$ cat src/rtl/key_scan_multi.sv
// key_scan_multi: per-channel sync, debounce and press/release/long/repeat classification of NUM_KEYS buttons.
// Latency: key_down/key_up DEBOUNCE_CYCLES+2 edges after the first active/inactive sample; all pulses registered.
// Backpressure: none; every channel runs freely and pulses are single-cycle. Optional KEY_REPEAT_EN builds auto-repeat.
module key_scan_multi #(
  parameter int NUM_KEYS          = 4,
  parameter int DEBOUNCE_CYCLES   = 100_000,
  parameter int LONG_PRESS_CYCLES = 50_000_000,
  parameter int REPEAT_CYCLES     = 10_000_000,
  parameter int ACTIVE_LOW        = 1
) (
  input  logic                clk,
  input  logic                rstn,
  input  logic [NUM_KEYS-1:0] key_in,
  output logic [NUM_KEYS-1:0] key_down,
  output logic [NUM_KEYS-1:0] key_up,
  output logic [NUM_KEYS-1:0] key_long,
  output logic [NUM_KEYS-1:0] key_repeat,
  output logic [NUM_KEYS-1:0] key_pressed,
  output logic [NUM_KEYS-1:0] key_toggle
);

  localparam int DEB_W  = $clog2(DEBOUNCE_CYCLES);
  localparam int LONG_W = $clog2(LONG_PRESS_CYCLES);
  localparam int REP_W  = $clog2(REPEAT_CYCLES);
  // One hold counter serves both the long-press and repeat phases.
  localparam int HOLD_W = (LONG_W > REP_W) ? LONG_W : REP_W;
  // Pin level of a released key; synchroniser flops reset here.
  localparam logic INACTIVE = (ACTIVE_LOW != 0);

  typedef enum logic [1:0] {
    IDLE      = 2'd0,
    PRESS_DEB = 2'd1,
    HELD      = 2'd2,
    REL_DEB   = 2'd3
  } state_e;

  typedef enum logic [1:0] {
    PH_LONG   = 2'd0,
    PH_REPEAT = 2'd1,
    PH_DONE   = 2'd2
  } phase_e;

  for (genvar i = 0; i < NUM_KEYS; i++) begin : g_ch
    logic              sync1_q, sync2_q;
    logic              active;
    state_e            state_q, state_d;
    phase_e            phase_q, phase_d;
    logic [DEB_W-1:0]  deb_cnt_q, deb_cnt_d;
    logic [HOLD_W-1:0] hold_cnt_q, hold_cnt_d;
    logic              down_q, down_d;
    logic              up_q, up_d;
    logic              long_q, long_d;
    logic              pressed_q, pressed_d;
    logic              toggle_q, toggle_d;
`ifdef KEY_REPEAT_EN
    logic              rep_q, rep_d;
`endif

    // Two-flop synchroniser for the raw pin, parked at the released level in reset.
    always_ff @(posedge clk or negedge rstn) begin
      if (!rstn) begin
        sync1_q <= INACTIVE;
        sync2_q <= INACTIVE;
      end else begin
        sync1_q <= key_in[i];
        sync2_q <= sync1_q;
      end
    end

    assign active = sync2_q ^ INACTIVE;

    // Debounce FSM, hold counter and registered pulse/level generation.
    always_comb begin
      state_d    = state_q;
      phase_d    = phase_q;
      deb_cnt_d  = deb_cnt_q;
      hold_cnt_d = hold_cnt_q;
      down_d     = 1'b0;
      up_d       = 1'b0;
      long_d     = 1'b0;
      toggle_d   = toggle_q;
`ifdef KEY_REPEAT_EN
      rep_d      = 1'b0;
`endif
      case (state_q)
        IDLE: begin
          if (active) begin
            state_d   = PRESS_DEB;
            deb_cnt_d = '0;
          end
        end
        PRESS_DEB: begin
          if (!active) begin
            state_d = IDLE;
          end else if (deb_cnt_q == DEB_W'(DEBOUNCE_CYCLES - 1)) begin
            state_d    = HELD;
            down_d     = 1'b1;
            toggle_d   = ~toggle_q;
            hold_cnt_d = '0;
            phase_d    = PH_LONG;
          end else begin
            deb_cnt_d = deb_cnt_q + 1'b1;
          end
        end
        HELD: begin
          if (!active) begin
            state_d   = REL_DEB;
            deb_cnt_d = '0;
          end else begin
            case (phase_q)
              PH_LONG: begin
                if (hold_cnt_q == HOLD_W'(LONG_PRESS_CYCLES - 1)) begin
                  long_d     = 1'b1;
                  hold_cnt_d = '0;
`ifdef KEY_REPEAT_EN
                  phase_d    = PH_REPEAT;
`else
                  phase_d    = PH_DONE;
`endif
                end else begin
                  hold_cnt_d = hold_cnt_q + 1'b1;
                end
              end
`ifdef KEY_REPEAT_EN
              PH_REPEAT: begin
                if (hold_cnt_q == HOLD_W'(REPEAT_CYCLES - 1)) begin
                  rep_d      = 1'b1;
                  hold_cnt_d = '0;
                end else begin
                  hold_cnt_d = hold_cnt_q + 1'b1;
                end
              end
`endif
              default: begin
                hold_cnt_d = hold_cnt_q;
              end
            endcase
          end
        end
        REL_DEB: begin
          // Hold counter and phase stay frozen so a short glitch only delays long/repeat.
          if (active) begin
            state_d = HELD;
          end else if (deb_cnt_q == DEB_W'(DEBOUNCE_CYCLES - 1)) begin
            state_d = IDLE;
            up_d    = 1'b1;
          end else begin
            deb_cnt_d = deb_cnt_q + 1'b1;
          end
        end
        default: begin
          state_d = IDLE;
        end
      endcase
      pressed_d = (state_d == HELD) || (state_d == REL_DEB);
    end

    // State, counters and output registers.
    always_ff @(posedge clk or negedge rstn) begin
      if (!rstn) begin
        state_q    <= IDLE;
        phase_q    <= PH_LONG;
        deb_cnt_q  <= '0;
        hold_cnt_q <= '0;
        down_q     <= 1'b0;
        up_q       <= 1'b0;
        long_q     <= 1'b0;
        pressed_q  <= 1'b0;
        toggle_q   <= 1'b0;
`ifdef KEY_REPEAT_EN
        rep_q      <= 1'b0;
`endif
      end else begin
        state_q    <= state_d;
        phase_q    <= phase_d;
        deb_cnt_q  <= deb_cnt_d;
        hold_cnt_q <= hold_cnt_d;
        down_q     <= down_d;
        up_q       <= up_d;
        long_q     <= long_d;
        pressed_q  <= pressed_d;
        toggle_q   <= toggle_d;
`ifdef KEY_REPEAT_EN
        rep_q      <= rep_d;
`endif
      end
    end

    assign key_down[i]    = down_q;
    assign key_up[i]      = up_q;
    assign key_long[i]    = long_q;
    assign key_pressed[i] = pressed_q;
    assign key_toggle[i]  = toggle_q;
`ifdef KEY_REPEAT_EN
    assign key_repeat[i]  = rep_q;
`endif
  end

`ifndef KEY_REPEAT_EN
  assign key_repeat = '0;
`endif

endmodule

$ cat config.mk
export PLATFORM = sky130hd
export DESIGN_NAME = key_scan_multi
export DESIGN_NICKNAME = d
export VERILOG_FILES = /design/src/rtl/key_scan_multi.sv
export SDC_FILE = /design/constraint.sdc
export NUM_CORES = 1
export LEC_CHECK = 0
export ABC_AREA = 1
export BUFFER_PORTS_ARGS = -buffer_cell sky130_fd_sc_hd__buf_4
export CORE_MARGIN = 2
export CORE_UTILIZATION = 30
export DETAILED_ROUTE_END_ITERATION = 6
export HOLD_SLACK_MARGIN = 0.1
export REMOVE_ABC_BUFFERS = 1
export SYNTH_ARGS = -nofsm -noshare
export SYNTH_HDL_FRONTEND = slang
export SYNTH_SLANG_ARGS = --single-unit
export TNS_END_PERCENT = 1
$ cat constraint.sdc
create_clock -name clk -period 2.9 [get_ports clk]
set_input_delay 0.29 -clock clk [delete_from_list [all_inputs] [get_ports clk]]
set_output_delay 0.29 -clock clk [all_outputs]
set_load 0.01 [all_outputs]
### After elaboration in Yosys (flattened, before gate mapping)

Cells that the tools add are included.

| cells by class | value |
|---|---|
| reduce and logical (&&, ||, !) cells | 32 |
| mux-type cells | 136 |
| add/subtract/negate cells | 8 |
| bitwise logic cells | 8 |
| equal/unequal tests | 60 |

Operator list:

| kind | count |
|---|---|
| 2-to-1 mux 26 bit | 20 |
| 2-to-1 mux 17 bit | 20 |
| case mux 17 bit (4 select lines) | 4 |
| case mux 26 bit (2 select lines) | 4 |
| adder 26 x 1 -> 26 bit (second input constant) | 4 |
| == test 26 bit (second input constant) | 4 |
| 2-to-1 mux 2 bit | 44 |
| adder 17 x 1 -> 17 bit (second input constant) | 4 |
| == test 17 bit (second input constant) | 4 |
| inequality test 2 bit (second input constant) | 32 |
| 2-to-1 mux 1 bit | 36 |
| == test 2 bit (second input constant) | 16 |
| case mux 2 bit (4 select lines) | 4 |
| AND reduction 6 bit | 4 |
| AND reduction 5 bit | 4 |
| zero test 2 bit | 8 |
| case mux 2 bit (2 select lines) | 4 |
| AND reduction 4 bit | 4 |
| AND reduction 3 bit | 4 |
| == test 2 x 1 -> 1 bit (second input constant) | 4 |
| inverter 1 bit | 8 |
| nonzero test 2 bit | 4 |
| logical OR 1 bit | 4 |

| word-level totals | value |
|---|---|
| word-level logic and storage cells | 288 |
| input bits | 6 |
| output and inout port bits | 24 |
| bits in registers | 216 |

### Depth between registers and ports, before layout

Gate-level depths: netlist of run 1.

| depth | value |
|---|---|
| depth after elaboration | 6 |
| mapped depth | 12 |
| depth with buffers taken out | 12 |

### Worst setup path after synthesis of run 1

No wires, ideal clock.

| timing path | value |
|---|---|
| path kind | register -> register |
| start point | reg g_ch[3].deb_cnt_q[0] |
| end point | reg g_ch[3].hold_cnt_q[7] |
| stages on the path, launching flop included | 11 |
| period minus slack after synthesis | 1.631 ns |
| buffers on the path | 1 |
| arrival | 1.503 ns |
| path slack | 1.269 ns |
| data required time | 2.772 ns |
| setup time | 0.128 ns |
| path through | dfrtp_1 -> ha_1 -> nand2_1 -> clkinv_1 -> nand2_1 -> nor2_2 -> nand2_1 -> nand2_1 -> nand2_2 -> buf_2 -> o21ai_0 |

| between the ends | value |
|---|---|
| word-level cells in the longest chain between the ends | 3 |

RTL lines:

| what | line | source |
|---|---|---|
| from (decl) | 48 | `logic [DEB_W-1:0] deb_cnt_q, deb_cnt_d;` |
| from (signal assigned) | 176 | `deb_cnt_q <= deb_cnt_d;` |
| == test 17 bit | 95 | `end else if (deb_cnt_q == DEB_W'(DEBOUNCE_CYCLES - 1)) begin` |
| inequality test 2 bit (no source line) | -- |  |
| AND reduction 5 bit (no source line) | -- |  |
| to (signal assigned) | 177 | `hold_cnt_q <= hold_cnt_d;` |
| to (decl) | 49 | `logic [HOLD_W-1:0] hold_cnt_q, hold_cnt_d;` |

No other way between the ends.
A chain may end at the register's enable or synchronous reset.

### Worst setup path in the final report of run 1

| timing path | value |
|---|---|
| start point | reg g_ch[3].deb_cnt_q[0] |
| end point | reg g_ch[3].deb_cnt_q[0] |

| between the ends | value |
|---|---|
| word-level cells in the longest chain between the ends | 4 |
| elaborated cells on any way between the ends | 6 |
| those cells by class | add/sub: 1; eq/ne: 1; mux: 4 |

RTL lines:

| what | line | source |
|---|---|---|
| adder 17 x 1 -> 17 bit or == test 17 bit (tied branches) | -- |  |
| 2-to-1 mux 17 bit * | 95, 144 |  |
| 2-to-1 mux 17 bit (on tied branches) | 142, 93 |  |
| case mux 17 bit (4 select lines) * | 85 | `case (state_q)` |

Every way passes the cells marked *; elsewhere a longest branch is shown, timed or not. The select of a mux whose other input is x is not followed.

==> results.sh, run 1 <==
export IMPL_drtPass1Iterations=6
export IMPL_io_pins=30
export IMPL_cts_inserted_buffers=25
export IMPL_synth_compound_area_share_pct=5.31
export IMPL_r2r_start="g_ch[3].deb_cnt_q[0]"
export IMPL_status="complete, no violations"
export IMPL_r2r_end="g_ch[3].deb_cnt_q[0]"
export IMPL_path_clk_slew_ns=0.06
export IMPL_cts_tree="yes"
export IMPL_rsz0062_at_grt="false"
export IMPL_synthAdderAreaFrac_pct=0.750
export IMPL_start_kind="register"
export IMPL_area_growth_pct=11.9
export IMPL_antenna_found_initial=0
export IMPL_period_needed_ns=2.39
export IMPL_final_cell_mix="nand2_1 (590), nor2_1 (334), dfrtp_1 (204)"
export IMPL_yosys_area_share_simple_pct=40.5
export IMPL_slew_viol_final=0
export IMPL_syn_area_mm2=0.0134
export IMPL_cts_num_sinks=212
export IMPL_required_ns=3.36
export IMPL_port_buffer_count=25
export IMPL_synth_top_family_by_area="simple AND/OR/NAND/NOR gates"
export IMPL_yosysWarnings=0
export IMPL_totalPowerFinal_uw=6740
export IMPL_fillers=4721
export IMPL_multi_input_area_mm2=0.00686
export IMPL_grt_max_degree=82
export IMPL_yosys_mux_area_fraction_pct=0
export IMPL_p_leak_uw=0.00650
export IMPL_dp_cells=2525
export IMPL_ys_seq_area_share_pct=39.8
export IMPL_worst_pin_slew_ns=0.668
export IMPL_critPathMaxStageDelay_ns=0.59
export IMPL_gp_congestion=0.897
export IMPL_die_area_mm2=0.0462
export IMPL_min_period_over_period_pct=82.6
export IMPL_final_cells=2576
export IMPL_cap_viol_max_count=0
export IMPL_cts_setup_buffers=0
export IMPL_setup_viol=0
export IMPL_skew_ns=0.0154
export IMPL_critPathMostFrequentCell="nand2_1"
export IMPL_hold_class="input port to async pin"
export IMPL_place_area_mm2=0.0140
export IMPL_r2r_slack_ns=0.51
export IMPL_netlist_area_leader_share_pct=38.2
export IMPL_power_density_mw_per_mm2=451
export IMPL_layout_drive_gt1_share_pct=7.11
export IMPL_rows=77
export IMPL_synth_cells=1954
export IMPL_fin_hold_ws_ns=0.297
export IMPL_root_buffer="clkbuf_16"
export IMPL_clockBufferDepth=3
export IMPL_die_w_um=215
export IMPL_yosysUniqueCellTypes=42
export IMPL_die_height_um=215
export IMPL_irDropWorstVdd_mv=0.423
export IMPL_crit_arrival_ns=2.85
export IMPL_path_buf_inv=2
export IMPL_synthXorXnorAreaFrac_pct=4.66
export IMPL_crit_start="g_ch[3].deb_cnt_q[0]"
export IMPL_ant_nets=0
export IMPL_ys_seq_elements=212
export IMPL_path_delay_family="simple AND/OR/NAND/NOR gates"
export IMPL_grt_total_usage_pct=13.7
export IMPL_wl_mm=31.5
export IMPL_drtIter0Drc=818
export IMPL_endpoint_kind="register"
export IMPL_htree_num_levels=1
export IMPL_synthFlopType="dfrtp_1"
export IMPL_drc=0
export IMPL_avgSynthCellArea_um2=6.83
export IMPL_async_reset_ff_share_pct=100
export IMPL_ff_latch_area_mm2=0.00532
export IMPL_max_clock_freq_mhz=418
export IMPL_worstPathCellList="ha_1 -> nand2_1 -> clkinv_1 -> nand2_1 -> nor2_2 -> nand3_2 -> nand2_1 -> inv_1 -> nand2_1 -> o21ai_0"
export IMPL_synth_largest_area_cell="dfrtp_1"
export IMPL_ff2ff_path_depth=10
export IMPL_grt_pass1_vias=11500
export IMPL_nets=1979
export IMPL_grt_pass1_wl_mm=54.5
export IMPL_core_mm2=0.0440
export IMPL_wl_per_cell_um=12.2
export IMPL_fin_ws_ns=0.505
export IMPL_grt_overflow=0
export IMPL_synth_edf_count=0
export IMPL_initial_core_util_pct=30.3
export IMPL_synth_area_top_cells="dfrtp_1 (38%), nand2_1 (17%), nor2_1 (9.4%)"
export IMPL_dp_final_hpwl_mm=22.3
export IMPL_cpMaxStageDelayCell="inv_1"
export IMPL_cp_max_fo=21
export IMPL_maxSlewHeadroom_pct=55.5
export IMPL_insertion_delay_ns=0.55
export IMPL_antenna_cells=0
export IMPL_num_vias=12200
export IMPL_hold_violations=0
export IMPL_pre_cts_slack_ns=0.550
export IMPL_final_common_cell="nand2_1"
export IMPL_postLayoutCellArea_mm2=0.0149
export IMPL_via_per_inst=4.72
export IMPL_path_class="register to register"
==> layout make-up <==
| class | instances | area share, % |
|---|---|---|
| inverters | 203 | 5.15 |
| well taps | 592 | 4.96 |
| clock buffers | 33 | 4.59 |
| repair buffers | 44 | 2.43 |
| multi-input cells | 1479 | 45.9 |
| flip-flops and latches | 212 | 35.6 |
| clock inverters | 13 | 1.44 |
==> cell usage after synthesis (3+ instances only) <==
| cell type | n |
|---|---|
| o21ai_0 | 86 |
| buf_2 | 16 |
| clkbuf_1 | 6 |
| nor2_4 | 6 |
| xnor2_1 | 11 |
| nor3_1 | 42 |
| nand2_2 | 5 |
| o21bai_1 | 6 |
| nand3_2 | 4 |
| ha_1 | 8 |
| clkinv_1 | 3 |
| nand2_4 | 4 |
| buf_6 | 6 |
| nor2_1 | 334 |
| a21oi_1 | 8 |
| nand3_1 | 184 |
| dfrtp_1 | 204 |
| or2_2 | 5 |
| nor2_2 | 7 |
| nand2_1 | 590 |
| o21ai_1 | 21 |
| inv_1 | 184 |
| dfstp_2 | 8 |
| inv_2 | 13 |
| nand3b_1 | 9 |
| xor2_1 | 60 |
| nand4_1 | 73 |
| buf_4 | 32 |
==> per-layer routing <==
layer	wire [um]	track usage, %
met2	14200	22.3
met5	0	0
met3	1300	2.19
met4	663	3.96
met1	15400	18.7
==> metrics by stage <==
step	TNS [ns]	utilization (%)
final	0	33.9
after global routing	0	33.9
after CTS	0	33.9
after detailed placement	0	31.8
after global placement	0	31.8
after floorplan	-1.35	-
==> power by group <==
part,internal [uW],total (uW),switching (uW)
sequential,3000,3030,38.7
combinational,59.8,253,193
clock,2120,3450,1320
total,5180,6740,1560
==> registers in the layout, indices dropped and copies added, names as in the netlist <==
| signal | count |
|---|---|
| g_ch.up_q | 4 |
| g_ch.pressed_q | 4 |
| g_ch.toggle_q | 4 |
| g_ch.hold_cnt_q | 104 |
| g_ch.state_q | 8 |
| g_ch.sync2_q | 4 |
| g_ch.sync1_q | 4 |
| g_ch.phase_q | 4 |
| g_ch.deb_cnt_q | 68 |
| g_ch.long_q | 4 |
| g_ch.down_q | 4 |
==> worst max-delay path by stage <==
stage	endpoint	slack [ns]	cells past startpoint
final	g_ch[3].deb_cnt_q[0]	0.51	10
after global routing	g_ch[3].deb_cnt_q[0]	0.22	10
after CTS	g_ch[3].deb_cnt_q[0]	0.51	10
after detailed placement	g_ch[3].deb_cnt_q[0]	0.55	10
after global placement	g_ch[3].deb_cnt_q[2]	0.68	10
after floorplan	g_ch[1].phase_q[1]	-0.11	6
==> what timing repair did <==
| item | CTS | global route |
|---|---|---|
| hold buffers | 5 | 0 |
| gates resized for setup | 0 | 0 |
| endpoints found under the hold margin | 78 | 0 |
==> cell families after synthesis <==
group,Yosys count
AO/OA/AOI/OAI,130
XOR/XNOR,71
adder cells (fa/ha/maj),8
buffers and inverters,266
flip-flops,212
other,1
AND/OR/NAND/NOR,1266
No activity file was read; power rests on OpenSTA's default activity.
==> inputs of run 2 (changes only) <==
clock period = 2.3 ns   (was 2.9 ns; I/O delays follow)
==> run 2 against run 1 <==
  * Clock skew up 0.0047 ns
  * Clock power is 21% higher
  * Sequential share of layout area decreased by 0.25 points
  * Non-clock buffer count is 14 higher
==> results.sh, run 2 (synthesis gave the netlist of run 1 again) <==
export IMPL_status="complete, no violations"
export IMPL_port_buffer_count=25
export IMPL_fillers=4689
export IMPL_slew_viol_final=0
export IMPL_wl_per_cell_um=12.0
export IMPL_antenna_found_initial=0
export IMPL_root_buffer="clkbuf_16"
export IMPL_path_buf_inv=2
export IMPL_min_period_over_period_pct=90.9
export IMPL_power_density_mw_per_mm2=555
export IMPL_htree_num_levels=1
export IMPL_largest_reg_flops=104
export IMPL_start_kind="register"
export IMPL_cts_resized=0
export IMPL_antenna_cells=0
export IMPL_die_height_um=215
export IMPL_cts_num_sinks=212
export IMPL_grt_pass1_wl_mm=54.5
export IMPL_critPathMaxStageDelay_ns=0.42
export IMPL_num_vias=12100
export IMPL_drtPass1Iterations=5
export IMPL_initial_core_util_pct=30.3
export IMPL_skew_ns=0.0201
export IMPL_maxSlewHeadroom_pct=57.9
export IMPL_postCtsHoldBufs=5
export IMPL_p_leak_uw=0.00655
export IMPL_grt_overflow=0
export IMPL_irDropWorstVdd_mv=0.450
export IMPL_period_needed_ns=2.09
export IMPL_setup_viol=0
export IMPL_cts_inserted_buffers=26
export IMPL_tns_ns=0
export IMPL_rsz0062_at_grt="false"
export IMPL_die_area_mm2=0.0462
export IMPL_endpoint_kind="register"
export IMPL_drc=0
export IMPL_reg_top3="g_ch.hold_cnt_q x104, g_ch.deb_cnt_q x68, g_ch.state_q x8"
export IMPL_rows=77
export IMPL_cp_max_fo=19
export IMPL_clockBufferDepth=3
export IMPL_hold_class="input port to async pin"
export IMPL_gp_congestion=0.873
export IMPL_cpMaxStageDelayCell="dfrtp_1"
export IMPL_area_growth_pct=12.7
export IMPL_ff2ff_path_depth=8
export IMPL_regMostFlops="g_ch.hold_cnt_q"
export IMPL_insertion_delay_ns=0.55
export IMPL_totalPowerFinal_uw=8350
export IMPL_via_per_inst=4.67
export IMPL_grt_max_degree=77
export IMPL_path_delay_family="simple AND/OR/NAND/NOR gates"
export IMPL_wl_mm=31.2
export IMPL_dp_final_hpwl_mm=22.1
export IMPL_path_class="register to register"
export IMPL_final_common_cell="nand2_1"
export IMPL_nets=1994
export IMPL_max_clock_freq_mhz=478
export IMPL_fin_ws_ns=0.209
export IMPL_grt_pass1_vias=11500
export IMPL_cts_setup_buffers=0
export IMPL_pre_cts_slack_ns=0.246
export IMPL_io_pins=30
export IMPL_die_w_um=215
export IMPL_ant_nets=0
export IMPL_hold_violations=0
export IMPL_worstPathCellList="ha_1 -> nand3_1 -> inv_1 -> nand3_2 -> nor2_4 -> nor2_4 -> clkinv_2 -> o21ai_0"
export IMPL_final_cell_mix="nand2_1 (590), nor2_1 (334), dfrtp_1 (204)"
export IMPL_drtIter0Drc=936
export IMPL_cts_tree="yes"
export IMPL_cap_viol_max_count=0
export IMPL_layout_drive_gt1_share_pct=7.85
export IMPL_path_clk_slew_ns=0.06
export IMPL_crit_arrival_ns=2.54
export IMPL_worst_pin_slew_ns=0.631
export IMPL_grt_total_usage_pct=13.7
export IMPL_crit_cells=8
export IMPL_required_ns=2.75
export IMPL_critPathMostFrequentCell="nor2_4"
export IMPL_core_mm2=0.0440
run 2: layout make-up:
class	count	area, um^2	area share, %
tap	592	741	4.92
timing repair buffer	58	493	3.28
clock inverter	12	126	0.840
inverter	203	769	5.11
multi-input combinational	1479	6860	45.6
clock buffer	36	749	4.98
sequential	212	5320	35.3
run 2: path summary, 6_finish.rpt:
kind | from | endpoint | slack (ns)
hold reg to reg | g_ch[1].sync1_q | g_ch[1].sync2_q | 0.36
hold / removal | rstn | g_ch[3].deb_cnt_q[14] | 0.27
max in group asynchronous | rstn | g_ch[2].sync2_q | 1.32
setup / recovery | g_ch[0].deb_cnt_q[0] | g_ch[0].deb_cnt_q[5] | 0.21
min in group clk | key_in[1] | g_ch[1].sync1_q | 0.34
setup reg to reg | g_ch[0].deb_cnt_q[0] | g_ch[0].deb_cnt_q[5] | 0.21
run 2: report_power, final:
group	total [uW]	switching, uW	leakage (uW)	internal (uW)
registers	3820	44.2	0.00291	3780
clock network	4190	1680	0.000416	2500
logic	339	248	0.00322	90.9
total	8350	1980	0.00655	6370
run 2: stage by stage:
stage / area, um^2 / instances / util [%] / hold slack, ns
after floorplan: 12900 / 1894 / - / -0.0656
final: 15000 / 2592 / 34.2 / 0.269
after detailed placement: 14100 / 2539 / 32.1 / 0.284
after CTS: 15000 / 2592 / 34.2 / 0.283
after global routing: 15000 / 2592 / 34.2 / 0.320
after global placement: 14100 / 2539 / 32.1 / 0.278
run 2: metal layers:
layer	GRT usage (%)	up-vias	share of wire (%)
li1	-	6265	-
met1	18.7	5620	49
met2	22.7	182	45
met3	2.00	47	3.6
met4	3.40	0	2.0
met5	0	-	0
